<file path="src/rtl/fetch_queue_pkg.sv">
// rtl/fetch_queue_pkg.sv - shared pipeline constants and fetch queue entry type
package fetch_queue_pkg;

    localparam logic [31:0] NOP_INSTR = 32'h0;
    localparam logic [31:0] PC_RESET  = 32'h3000;
    localparam logic [31:0] IM_LO     = 32'h3000;
    localparam logic [31:0] IM_HI     = 32'h6FFC;

    typedef struct packed {
        logic [31:0] pc;
        logic [31:0] instr;
        logic        adel;
    } fq_entry_t;

    // Fetch address error: misaligned or outside instruction memory
    function automatic logic pc_is_adel(input logic [31:0] pc);
        return (pc[1:0] != 2'b00) || (pc < IM_LO) || (pc > IM_HI);
    endfunction

endpackage

</file>
<file path="src/rtl/fq_storage.sv">
// rtl/fq_storage.sv - fetch queue entry array, one write port, one async read port
module fq_storage
    import fetch_queue_pkg::*;
#(
    parameter int DEPTH = 4,
    parameter int PTR_W = 2
) (
    input  logic             clk,
    input  logic             wr_en,
    input  logic [PTR_W-1:0] wr_addr,
    input  fq_entry_t        wr_data,
    input  logic [PTR_W-1:0] rd_addr,
    output fq_entry_t        rd_data
);

    fq_entry_t mem [DEPTH];

    always_ff @(posedge clk) begin
        if (wr_en) begin
            mem[wr_addr] <= wr_data;
        end
    end

    assign rd_data = mem[rd_addr];

endmodule

</file>
<file path="src/rtl/fetch_queue.sv">
// rtl/fetch_queue.sv - fetch-to-decode instruction queue with redirect flush
// Optional same-cycle bypass when empty: define FETCH_QUEUE_BYPASS_EN.
module fetch_queue
    import fetch_queue_pkg::*;
#(
    parameter int DEPTH = 4,
    parameter int PTR_W = 2
) (
    input  logic             clk,
    input  logic             reset,
    input  logic             enq_valid,
    output logic             enq_ready,
    input  logic [31:0]      enq_pc,
    input  logic [31:0]      enq_instr,
    output logic             deq_valid,
    input  logic             deq_ready,
    output logic [31:0]      deq_pc,
    output logic [31:0]      deq_instr,
    output logic             deq_adel,
    input  logic             flush,
    input  logic             flush_keep_slot,
    output logic [PTR_W:0]   count
);

    logic [PTR_W-1:0] rd_ptr;
    logic [PTR_W-1:0] wr_ptr;
    logic [PTR_W-1:0] rd_next;
    logic [PTR_W:0]   remain;
    fq_entry_t        wr_entry;
    fq_entry_t        head;
    fq_entry_t        head_sel;
    logic             enq_fire;
    logic             deq_fire;
    logic             bypass_take;
    logic             store_enq;
    logic             pop;

    assign enq_ready = (count < (PTR_W+1)'(DEPTH));
    assign wr_entry  = '{pc: enq_pc, instr: enq_instr, adel: pc_is_adel(enq_pc)};

`ifdef FETCH_QUEUE_BYPASS_EN
    logic bypass;
    assign bypass      = (count == '0) && enq_valid;
    assign deq_valid   = (count != '0) || bypass;
    assign head_sel    = bypass ? wr_entry : head;
    assign bypass_take = bypass && deq_ready;
`else
    assign deq_valid   = (count != '0);
    assign head_sel    = head;
    assign bypass_take = 1'b0;
`endif

    // Empty queue presents a nop bubble to decode
    assign deq_pc    = deq_valid ? head_sel.pc    : 32'h0;
    assign deq_instr = deq_valid ? head_sel.instr : NOP_INSTR;
    assign deq_adel  = deq_valid ? head_sel.adel  : 1'b0;

    assign enq_fire  = enq_valid && enq_ready;
    assign deq_fire  = deq_valid && deq_ready;
    // A bypassed-and-consumed entry never touches the storage or pointers
    assign store_enq = enq_fire && !bypass_take;
    assign pop       = deq_fire && !bypass_take;
    assign rd_next   = rd_ptr + PTR_W'(pop);
    assign remain    = count - (PTR_W+1)'(pop);

    always_ff @(posedge clk) begin
        if (reset) begin
            rd_ptr <= '0;
            wr_ptr <= '0;
            count  <= '0;
        end else if (flush) begin
            if (flush_keep_slot && (remain != '0)) begin
                rd_ptr <= rd_next;
                wr_ptr <= rd_next + PTR_W'(1);
                count  <= (PTR_W+1)'(1);
            end else if (flush_keep_slot && store_enq) begin
                // Queue drained this cycle; the incoming entry is the delay slot
                rd_ptr <= wr_ptr;
                wr_ptr <= wr_ptr + PTR_W'(1);
                count  <= (PTR_W+1)'(1);
            end else begin
                rd_ptr <= rd_next;
                wr_ptr <= rd_next;
                count  <= '0;
            end
        end else begin
            rd_ptr <= rd_next;
            wr_ptr <= wr_ptr + PTR_W'(store_enq);
            count  <= remain + (PTR_W+1)'(store_enq);
        end
    end

    fq_storage #(
        .DEPTH (DEPTH),
        .PTR_W (PTR_W)
    ) u_storage (
        .clk     (clk),
        .wr_en   (store_enq),
        .wr_addr (wr_ptr),
        .wr_data (wr_entry),
        .rd_addr (rd_ptr),
        .rd_data (head)
    );

endmodule
</file>
<file path="config.mk">
export PLATFORM = sky130hd
export DESIGN_NAME = fetch_queue
export DESIGN_NICKNAME = d
export VERILOG_FILES = /design/src/rtl/fetch_queue_pkg.sv /design/src/rtl/fq_storage.sv /design/src/rtl/fetch_queue.sv
export SDC_FILE = /design/constraint.sdc
export NUM_CORES = 1
export LEC_CHECK = 0
export CAP_MARGIN = 10
export CORE_AREA = 8 8 155 171
export DETAILED_ROUTE_END_ITERATION = 10
export DIE_AREA = 0 0 163 179
export PLACE_DENSITY = 0.75
export SYNTH_ARGS = -nofsm -noshare
export SYNTH_HDL_FRONTEND = slang
export SYNTH_SLANG_ARGS = --single-unit
</file>
<file path="constraint.sdc">
create_clock -name clk -period 6.64 [get_ports clk]
set_input_delay 1.328 -clock clk [delete_from_list [all_inputs] [get_ports clk]]
set_output_delay 1.328 -clock clk [all_outputs]
set_load 0.02 [all_outputs]
</file>
==> key figures, run 1 <==
Synth
  – Warnings, synthesis: 0
  – Post-synth ARST share: 0%
  – Mapped Avg Cell Area: 21.65 sq um
  – Register area share after synthesis: 76.31%
  – Mux share of post-synthesis cell area: 14.40%
  – Top-count cell post-synth: edfxtp_1
  – Post-synth top cells: edfxtp_1, and2_1, mux4_2
  – Xor/xnor share of the synthesized area: 0.5766%
  – Main flop type after synthesis: edfxtp_1
  – Post-Synth Simple-Gate Area: 5.310%
  – Post-synthesis cell type count: 32
  – Yosys top cell by area: edfxtp_1
  – Yosys top cell area share: 74.96%
  – Synthesized cell area: 0.01041 sq mm
  – Post-synthesis compound-gate area fraction: 0.6728%
  – Syn Nets: 561
  – Top cells by area, synth: edfxtp_1, mux4_2, and2_1
  – Post-Syn Instances: 481
  – FF+latch count, synth: 267
  – EDFF count, synth: 260
  – Main combinational cell family by area after synthesis: multiplexers
  – Post-Synth Adder-Cell Area: 1.201%

Clock network
  – Clock sink count: 267
  – H-tree levels: 1
  – Hold buffer count at cts: 0
  – Resize count post-CTS: 0
  – Num CTS Buffers: 27
  – Root Driver: clkbuf_16
  – Setup Buffers After CTS: 0
  – TritonCTS clock tree: built
  – Clk_lat worst skew: 0.52 ns
  – Deepest clock path buffer count: 3
  – Worst-path clk slew: 0.06 ns

Detailed routing
  – Vias per std cell: 5.338
  – Drt drc: 0
  – Vias after detailed routing: 5071
  – Routed WL per cell: 21.80 microns
  – Detailed Route Iter0 Violations: 350
  – Drt total wl: 20710 microns
  – Drt pass-1 iters: 5
  – Post-route antenna net violation count: 0

Global routing
  – Global-route wire length before repair: 32130 microns
  – Global-route usage over all layers: 14.23%
  – Largest net degree at the start of global routing: 67
  – Initial antenna violation count: 0
  – Gr ovfl total: 0
  – Vias in the first global route: 5682

Setup path
  – Arr. time, crit path: 3.07 ns
  – CP Capture Type: primary output
  – Max FO, Critical Path: 28
  – Worst EP required: 5.31 ns
  – Reg2Reg Depth: 9
  – Startpoint Class: flip-flop
  – R2R Path Start: count[2]
  – Setup Crit Path Kind: flip-flop to primary output
  – Reg2reg end: wr_ptr[0]
  – R2R setup slack: 3.74 ns

Die
  – Initial core utilization: 44.37%
  – Die Span Y: 179 microns
  – Io pins: 140
  – Rows: 59
  – Die area: 0.02918 sq mm
  – Die X: 163 microns
  – Core area: 0.02348 sq mm

STA
  – Least-Margin Pin Slew: 1.039 ns
  – Total negative slack: 0 ns
  – Fin. Hold Viols: 0
  – FMAX: 227.5 MHz
  – # setup viols final: 0
  – Setup Skew: 0.01144 ns
  – Tcrit/Tclk final: 66.19%
  – Final Max Slew Viols: 0
  – RSZ-0062 raised after global routing: false
  – Slew HR: 30.75%
  – Minimum clock period: 4.395 ns

Placement
  – Port bufs: 139
  – Placed Instances: 906
  – Routability Congestion: 0.8168
  – Detailed placement HPWL: 12380 microns

Final layout
  – Final #Nets: 710
  – Non-Filler Instances: 950
  – Area grow syn2layout: 23.67%
  – Number of diodes: 0
  – Final Util: 54.87%
  – Fraction of layout cells with a size suffix above 1: 17.52%

Pwr
  – Post-layout power: 0.004355 W
  – VDD IR-drop max: 0.0002282 V
  – Power Density: 338.1 mW/mm^2
  – Leakage: 4.117 nW

Outcome
  – Status: complete, no violations

Hold path
  – Hold Path Stages: 2
  – HP Start: wr_ptr[0]
  – Hold/Removal Path Class: flip-flop to flip-flop
  – WHS Endpoint: rd_ptr[0]

Job
  – Number of max-cap violations: 0
-- power by group --
part | switching (W) | leakage, nW | internal, W
registers | 0.0000709 | 2.44 | 0.00200
logic | 0.000461 | 1.29 | 0.000463
clock network | 0.000576 | 0.381 | 0.000782
total | 0.00111 | 4.12 | 0.00325
-- flip-flops by register name, indices dropped and copies added, names as in the netlist --
register,flops
count,3
rd_ptr,2
u_storage.mem,260
wr_ptr,2
-- cell type report --
cell class / count / area, sq um
Inverter: 7 / 26.28
Clock inverter: 8 / 70.07
Sequential cell: 267 / 7955
Clock buffer: 36 / 709.4
Multi-Input combinational cell: 185 / 2323
Fill cell: 1780 / 10600
Timing Repair Buffer: 142 / 1414
Tap cell: 305 / 381.6
-- placed cells by master (no fill, tap or decap) --
| master | synthesis | routed |
|---|---|---|
| nor2b_1 | 1 | 1 |
| buf_4 | 1 | 3 |
| and2_1 | 70 | 66 |
| xnor2_1 | 2 | 2 |
| bufinv_16 | 0 | 1 |
| nand4_1 | 1 | 1 |
| and2_4 | 0 | 4 |
| a211oi_2 | 1 | 1 |
| nand3_2 | 0 | 1 |
| edfxtp_1 | 260 | 260 |
| dfxtp_1 | 7 | 5 |
| clkinv_1 | 0 | 2 |
| clkbuf_1 | 9 | 9 |
| mux2_4 | 1 | 1 |
| clkinv_4 | 0 | 1 |
| clkdlybuf4s50_1 | 0 | 139 |
| nor3_1 | 1 | 1 |
| dfxtp_4 | 0 | 2 |
| xor2_1 | 3 | 3 |
| nor2_1 | 3 | 3 |
| clkinv_2 | 0 | 3 |
| mux2_2 | 1 | 1 |
| mux4_2 | 65 | 65 |
| o21ai_0 | 1 | 1 |
| nand3b_1 | 1 | 1 |
| and3_1 | 1 | 1 |
| mux2i_1 | 1 | 1 |
| inv_1 | 7 | 7 |
| a311oi_1 | 3 | 3 |
| nor3b_1 | 1 | 1 |
| nand2_1 | 5 | 5 |
| nand3_1 | 3 | 2 |
| a21oi_1 | 2 | 2 |
| inv_6 | 0 | 1 |
| o21a_1 | 1 | 1 |
| ha_1 | 10 | 10 |
| xor2_2 | 1 | 1 |
| o21ai_2 | 1 | 1 |
| nor4_1 | 5 | 5 |
| clkbuf_16 | 0 | 27 |
-- per-stage QoR --
| stage | setup WS (ns) | area (sq um) | hold WS, ns |
|---|---|---|---|
| global placement | 2.716 | 12100 | 0.5045 |
| finish | 2.245 | 12880 | 0.5308 |
| CTS | 2.128 | 12880 | 0.5310 |
| floorplan | 2.987 | 10420 | 0.4876 |
| detailed placement | 2.689 | 12100 | 0.5221 |
| global route | 2.024 | 12880 | 0.5830 |
-- routing by layer --
layer	wire length [microns]	share of wire, %	GRT usage [%]	vias up
met4	267	1.3	2.869	0
li1	-	-	-	2250
met2	10770	52	25.92	161
met3	1292	6.2	3.261	29
met1	8381	40	16.97	2631
met5	0	0	0	-
-- worst max-delay path by stage --
stage	from	endpoint	slack, ns	cells past startpoint
6_report	rd_ptr[0]	deq_instr[12]	2.24	4
5_1_grt	rd_ptr[0]	deq_instr[12]	2.02	4
4_1_cts	rd_ptr[0]	deq_instr[12]	2.13	4
3_5_place_dp	rd_ptr[0]	deq_instr[12]	2.69	4
3_3_place_gp	rd_ptr[0]	deq_instr[12]	2.72	4
2_1_floorplan	enq_valid	u_storage.mem[0][0]	2.99	2
-- logic make-up after synthesis --
kind of cell | count (synthesis)
compound gates | 9
fa+ha+maj | 10
flops | 267
simple gates | 92
xor+xnor | 6
mux | 68
buf+inv | 29
-- critical path, stage by stage (launching register included) --
cell and delay, ns:
dfxtp_4 0.71, buf_4 0.51, mux4_2 0.58, and2_1 0.19, clkdlybuf4s50_1 0.54
(Power assumes the default switching activity.)
==> run 2: changes to the inputs <==
Clock period 6.64 ns to 4.2 ns, I/O delays scaled along.
==> key figures, run 2 (synthesis gave the netlist of run 1 again) <==
Clock network
  – Deepest clock path buffer count: 3 (unchanged)
  – Root Driver: clkbuf_16
  – Hold buffer count at cts: 0 (unchanged)
  – Worst-path clk slew: 0.06 ns (about the same)
  – Clk_lat worst skew: 0.52 ns (about the same)
  – Setup Buffers After CTS: 0 (unchanged)
  – Num CTS Buffers: 27 (unchanged)
  – H-tree levels: 1 (unchanged)
  – Clock sink count: 267 (unchanged)
  – Resize count post-CTS: 0 (unchanged)
  – TritonCTS clock tree: built

Detailed routing
  – Drt total wl: 20600 microns (-0.53%)
  – Routed WL per cell: 21.44 microns (-1.7%)
  – Vias after detailed routing: 5040 (-0.61%)
  – Vias per std cell: 5.245 (-1.7%)
  – Detailed Route Iter0 Violations: 304 (-13%)
  – Post-route antenna net violation count: 0 (unchanged)
  – Drt pass-1 iters: 4 (-1)
  – Drt drc: 0 (unchanged)

Global routing
  – Largest net degree at the start of global routing: 43 (-36%)
  – Global-route usage over all layers: 14.06% (-0.17 points)
  – Initial antenna violation count: 0 (unchanged)
  – Global-route wire length before repair: 31760 microns (-1.1%)
  – Vias in the first global route: 5672 (-0.18%)
  – Gr ovfl total: 0 (unchanged)

STA
  – Setup Skew: 0.01894 ns (+0.007501 ns)
  – Total negative slack: 0 ns (unchanged)
  – Fin Hold WS: 0.5737 ns (+0.04291 ns)
  – FMAX: 278.8 MHz
  – # setup viols final: 0 (unchanged)
  – Slew HR: 57.78% (+27 points)
  – Final Max Slew Viols: 0 (unchanged)
  – RSZ-0062 raised after global routing: false
  – Fin. Hold Viols: 0 (unchanged)
  – Tcrit/Tclk final: 85.40%
  – Minimum clock period: 3.587 ns
  – Least-Margin Pin Slew: 0.6332 ns (-0.4056 ns)

Setup path
  – Cell family with most CP delay: buffers and inverters
  – Buf+Inv Stages, Crit Path: 2 (unchanged)
  – Critical Path Slowest Stage Cell: dfxtp_4
  – Max FO, Critical Path: 38 (+36%)
  – Slowest stage delay, CP: 0.75 ns (+0.04 ns)
  – Setup Crit Path Kind: flip-flop to primary output
  – Critical Path, Cell by Cell: buf_4 -> mux4_2 -> and2_1 -> clkdlybuf4s50_1
  – Startpoint Class: flip-flop
  – Arr. time, crit path: 2.75 ns (-0.32 ns)
  – CP Capture Type: primary output
  – Worst EP required: 3.36 ns (-1.95 ns)

Final layout
  – Largest Register: u_storage.mem
  – Final #Nets: 716 (+0.85%)
  – Commonest non-fill, non-tap cell in the layout: edfxtp_1
  – Top flop regs: u_storage.mem: 260 flops, count: 3 flops
  – Non-Filler Instances: 961 (+1.2%)
  – Fill cells: 1787 (+0.39%)
  – Design area: 0.01307 sq mm (+1.4%)
  – Area grow syn2layout: 25.46%
  – Most frequent cells in the layout: edfxtp_1, clkdlybuf4s50_1, and2_1, mux4_2, clkbuf_16
  – Number of diodes: 0 (unchanged)
  – Fraction of layout cells with a size suffix above 1: 18.75% (+1.2 points)
  – Number of flip-flops in the largest register: 260 (unchanged)

Placement
  – Port bufs: 139 (unchanged)
  – Dpl cell area: 0.01223 sq mm (+1.1%)
  – Detailed placement HPWL: 12860 microns (+3.9%)
  – Placed Instances: 912 (+0.66%)
  – Routability Congestion: 0.7454 (-8.7%)

Die
  – Die area: 0.02918 sq mm (unchanged)
  – Die Span Y: 179 microns (unchanged)
  – Initial core utilization: 44.37% (unchanged)
  – Io pins: 140 (unchanged)
  – Die X: 163 microns (unchanged)
  – Rows: 59 (unchanged)
  – Core area: 0.02348 sq mm (unchanged)

Hold path
  – Hold/Removal Path Class: flip-flop to flip-flop

Job
  – Number of max-cap violations: 0 (unchanged)

Pwr
  – Post-layout power: 0.007011 W (+61%)
  – VDD IR-drop max: 0.0003096 V (+36%)
  – Leakage: 4.194 nW (+1.9%)
  – Power Density: 536.6 mW/mm^2 (+59%)

Outcome
  – Status: complete, no violations
[run 2: cell types whose count changed in the layout (fill, tap and decap cells not counted)]
cell and delta:
buf_12 +7, clkinv_1 +6, clkbuf_1 -5, clkinvlp_4 +2
buf_4 -1, bufinv_16 +1, clkinv_2 +1, clkinv_4 -1
inv_6 +1
[run 2: power breakdown]
group          internal [W]  leakage (nW)  switching (W)  total (W)
Sequential          0.00316          2.44      0.0000916    0.00325
Clock               0.00130         0.403       0.000933    0.00223
Combinational      0.000770          1.35       0.000758    0.00153
[run 2: tightest hold or removal path, cell delays in order (launching register included)]
cell     delay, ns
dfxtp_1       0.36
nand3_1       0.09
a21oi_1       0.09
[run 2: through the flow]
stage          utilization, %  setup slack [ns]
5_1_grt                 55.66            0.4791
6_report                55.66            0.6130
2_1_floorplan               -             1.035
4_1_cts                 55.66            0.5348
3_5_place_dp            52.11             1.036
3_3_place_gp            52.11             1.119
[run 2: area by class of cell]
cell class / instances / area, sq um / share of cell area (%)
timing repair buffer: 148 / 1546 / 11.84
sequential: 267 / 7955 / 60.88
tap: 305 / 381.6 / 2.921
clock inverter: 18 / 142.6 / 1.092
inverter: 7 / 26.28 / 0.2011
clock buffer: 31 / 690.7 / 5.286
multi-input combinational: 185 / 2323 / 17.78
[run 2: final timing paths]
| kind | startpoint | end | slack [ns] | cells after the start |
|---|---|---|---|---|
| setup reg to reg | count[2] | wr_ptr[0] | 1.35 | 9 |
| hold reg to reg | wr_ptr[0] | rd_ptr[0] | 0.57 | 2 |
| setup / recovery | rd_ptr[1] | deq_instr[12] | 0.61 | 4 |
| hold / removal | wr_ptr[0] | rd_ptr[0] | 0.57 | 2 |
[run 2: metal layers]
| metal | track usage, % | part of all wire [%] |
|---|---|---|
| met2 | 25.93 | 53 |
| met4 | 3.328 | 1.7 |
| met5 | 0 | 0 |
| met3 | 2.917 | 6.4 |
| met1 | 16.50 | 39 |
==> run 3: changes to the inputs <==
Settings changed: CORE_AREA 8 8 155 171 to 8 8 141 156, DIE_AREA 0 0 163 179 to 0 0 149 164, PLACE_DENSITY 0.75 to 0.87.
==> key figures, run 3 (synthesis gave the netlist of run 1 again) <==
STA
  – Setup ws final: 0.6254 ns (+0.01238 ns)
  – FMAX: 279.8 MHz (+0.35%)
  – Fin. Hold Viols: 0 (unchanged)
  – Final Max Slew Viols: 0 (unchanged)
  – RSZ-0062 raised after global routing: false
  – Least-Margin Pin Slew: 0.6063 ns (-0.02694 ns)
  – # setup viols final: 0 (unchanged)
  – Minimum clock period: 3.575 ns (-0.01239 ns)
  – Setup Skew: 0.01206 ns (-0.006878 ns)
  – Total negative slack: 0 ns (unchanged)
  – Tcrit/Tclk final: 85.11% (-0.29 points)
  – Slew HR: 59.50% (+1.7 points)

Global routing
  – Largest net degree at the start of global routing: 42 (-2.3%)
  – Global-route usage over all layers: 17.14% (+3.1 points)
  – Initial antenna violation count: 0 (unchanged)
  – Global-route wire length before repair: 32150 microns (+1.2%)
  – Vias in the first global route: 5695 (+0.41%)
  – Gr ovfl total: 0 (unchanged)

Die
  – Io pins: 140 (unchanged)
  – Die area: 0.02444 sq mm (-16%)
  – Initial core utilization: 53.52% (+9.2 points)
  – Rows: 54 (-8.5%)
  – Die X: 149 microns (-8.6%)
  – Die Span Y: 164 microns (-8.4%)
  – Core area: 0.01946 sq mm (-17%)

Detailed routing
  – Detailed Route Iter0 Violations: 333 (+9.5%)
  – Drt drc: 0 (unchanged)
  – Met2 wire length: 10550 microns (-3.1%)
  – Post-route antenna net violation count: 0 (unchanged)
  – Drt total wl: 20560 microns (-0.21%)
  – Drt pass-1 iters: 4 (unchanged)
  – M1 WL: 8348 microns (+3.6%)
  – Highest Signal Layer: met4
  – Routed WL per cell: 22.71 microns (+6.0%)
  – Vias per std cell: 5.603 (+6.8%)
  – WL met3: 1250 microns (-4.7%)
  – Vias after detailed routing: 5071 (+0.62%)

Pwr
  – Post-layout power: 0.007002 W (-0.13%)
  – Leakage: 4.201 nW (+0.17%)
  – VDD IR-drop max: 0.0004473 V (+44%)
  – Power Density: 539.2 mW/mm^2 (+0.49%)

Clock network
  – Worst-path clk slew: 0.07 ns (about the same)
  – Num CTS Buffers: 25 (-7.4%)
  – Root Driver: clkbuf_16
  – Deepest clock path buffer count: 3 (unchanged)
  – Hold buffer count at cts: 0 (unchanged)
  – Clk_lat worst skew: 0.51 ns (about the same)
  – Resize count post-CTS: 0 (unchanged)
  – TritonCTS clock tree: built
  – H-tree levels: 1 (unchanged)
  – Clock sink count: 267 (unchanged)
  – Setup Buffers After CTS: 0 (unchanged)

Job
  – Number of max-cap violations: 0 (unchanged)

Final layout
  – Number of diodes: 0 (unchanged)
  – Final #Nets: 714 (-0.28%)
  – Most frequent cells in the layout: edfxtp_1, clkdlybuf4s50_1, and2_1, mux4_2, clkbuf_16
  – Fraction of layout cells with a size suffix above 1: 19.14% (+0.39 points)
  – Number of flip-flops in the largest register: 260 (unchanged)
  – Largest Register: u_storage.mem
  – Top flop regs: u_storage.mem: 260 flops, count: 3 flops
  – Commonest non-fill, non-tap cell in the layout: edfxtp_1
  – Area grow syn2layout: 24.68%

Setup path
  – R2R setup slack: 1.29 ns (-0.06 ns)
  – R2R Path Start: count[2]
  – Startpoint Class: flip-flop
  – Worst EP required: 3.36 ns (about the same)
  – Reg2Reg Depth: 9 (unchanged)
  – CP Capture Type: primary output
  – Arr. time, crit path: 2.73 ns (-0.02 ns)
  – Reg2reg end: wr_ptr[0]
  – Setup Crit Path Kind: flip-flop to primary output
  – Max FO, Critical Path: 16 (-58%)

Hold path
  – Hold Path Stages: 2 (unchanged)
  – Hold/Removal Path Class: flip-flop to flip-flop
  – HP Start: wr_ptr[0]
  – WHS Endpoint: rd_ptr[0]

Outcome
  – Status: complete, no violations

Placement
  – Post-place setup slack: 1.045 ns (+0.009230 ns)
  – Routability Congestion: 0.7778 (+4.3%)
  – Port bufs: 139 (unchanged)
  – Detailed placement HPWL: 13010 microns (+1.2%)
## run 3: changes by cell type in the layout (fill, tap and decap cells not counted), sizes merged
cell      change
bufinv        +1
clkbuf        -1
clkinvlp      -2
inv           -1
## run 3: how the worst max path moves through the flow
stage / endpoint / cells past startpoint / start / slack, ns
4_1_cts: deq_instr[0] / 4 / rd_ptr[0] / 0.56
3_5_place_dp: u_storage.mem[0][59] / 4 / enq_valid / 1.04
3_3_place_gp: deq_pc[30] / 4 / rd_ptr[0] / 1.17
6_report: deq_instr[2] / 4 / rd_ptr[0] / 0.63
5_1_grt: deq_instr[2] / 4 / rd_ptr[0] / 0.48
2_1_floorplan: u_storage.mem[0][0] / 2 / enq_valid / 1.04
## run 3: layer usage
| metal | vias to the layer above | GRT usage [%] |
|---|---|---|
| met3 | 29 | 3.141 |
| met1 | 2600 | 21.86 |
| met5 | - | 0 |
| met2 | 181 | 29.72 |
| li1 | 2261 | - |
| met4 | 0 | 4.593 |
## run 3: cell type report
| type | count | area (sq um) |
|---|---|---|
| multi-input cells | 185 | 2323 |
| flip-flops and latches | 267 | 7955 |
| well taps | 252 | 315.3 |
| inverters | 7 | 26.28 |
| fillers | 1233 | 6474 |
| clock inverters | 16 | 153.9 |
| clock buffers | 30 | 664.4 |
| repair buffers | 148 | 1546 |
## run 3: critical path, stage by stage (launching register included)
cell and delay (ns):
dfxtp_4 0.54, buf_4 0.37, mux4_2 0.54, and2_1 0.18
clkdlybuf4s50_1 0.58
## run 3: power by group
part / switching, W / total [W] / leakage [nW] / internal [W]
combinational: 0.000768 / 0.00154 / 1.35 / 0.000768
clock: 0.000910 / 0.00222 / 0.410 / 0.00131
sequential: 0.0000851 / 0.00324 / 2.44 / 0.00316
total: 0.00176 / 0.00700 / 4.20 / 0.00524
## run 3: through the flow
| stage | util (%) | hold slack [ns] | std cells | cell area, sq um |
|---|---|---|---|---|
| final | 66.73 | 0.5619 | 905 | 12990 |
| after CTS | 66.73 | 0.5672 | 905 | 12990 |
| after global routing | 66.73 | 0.5854 | 905 | 12990 |
| after detailed placement | 62.53 | 0.5466 | 859 | 12170 |
| after floorplan | - | 0.4876 | 481 | 10420 |
| after global placement | 62.53 | 0.5462 | 859 | 12170 |
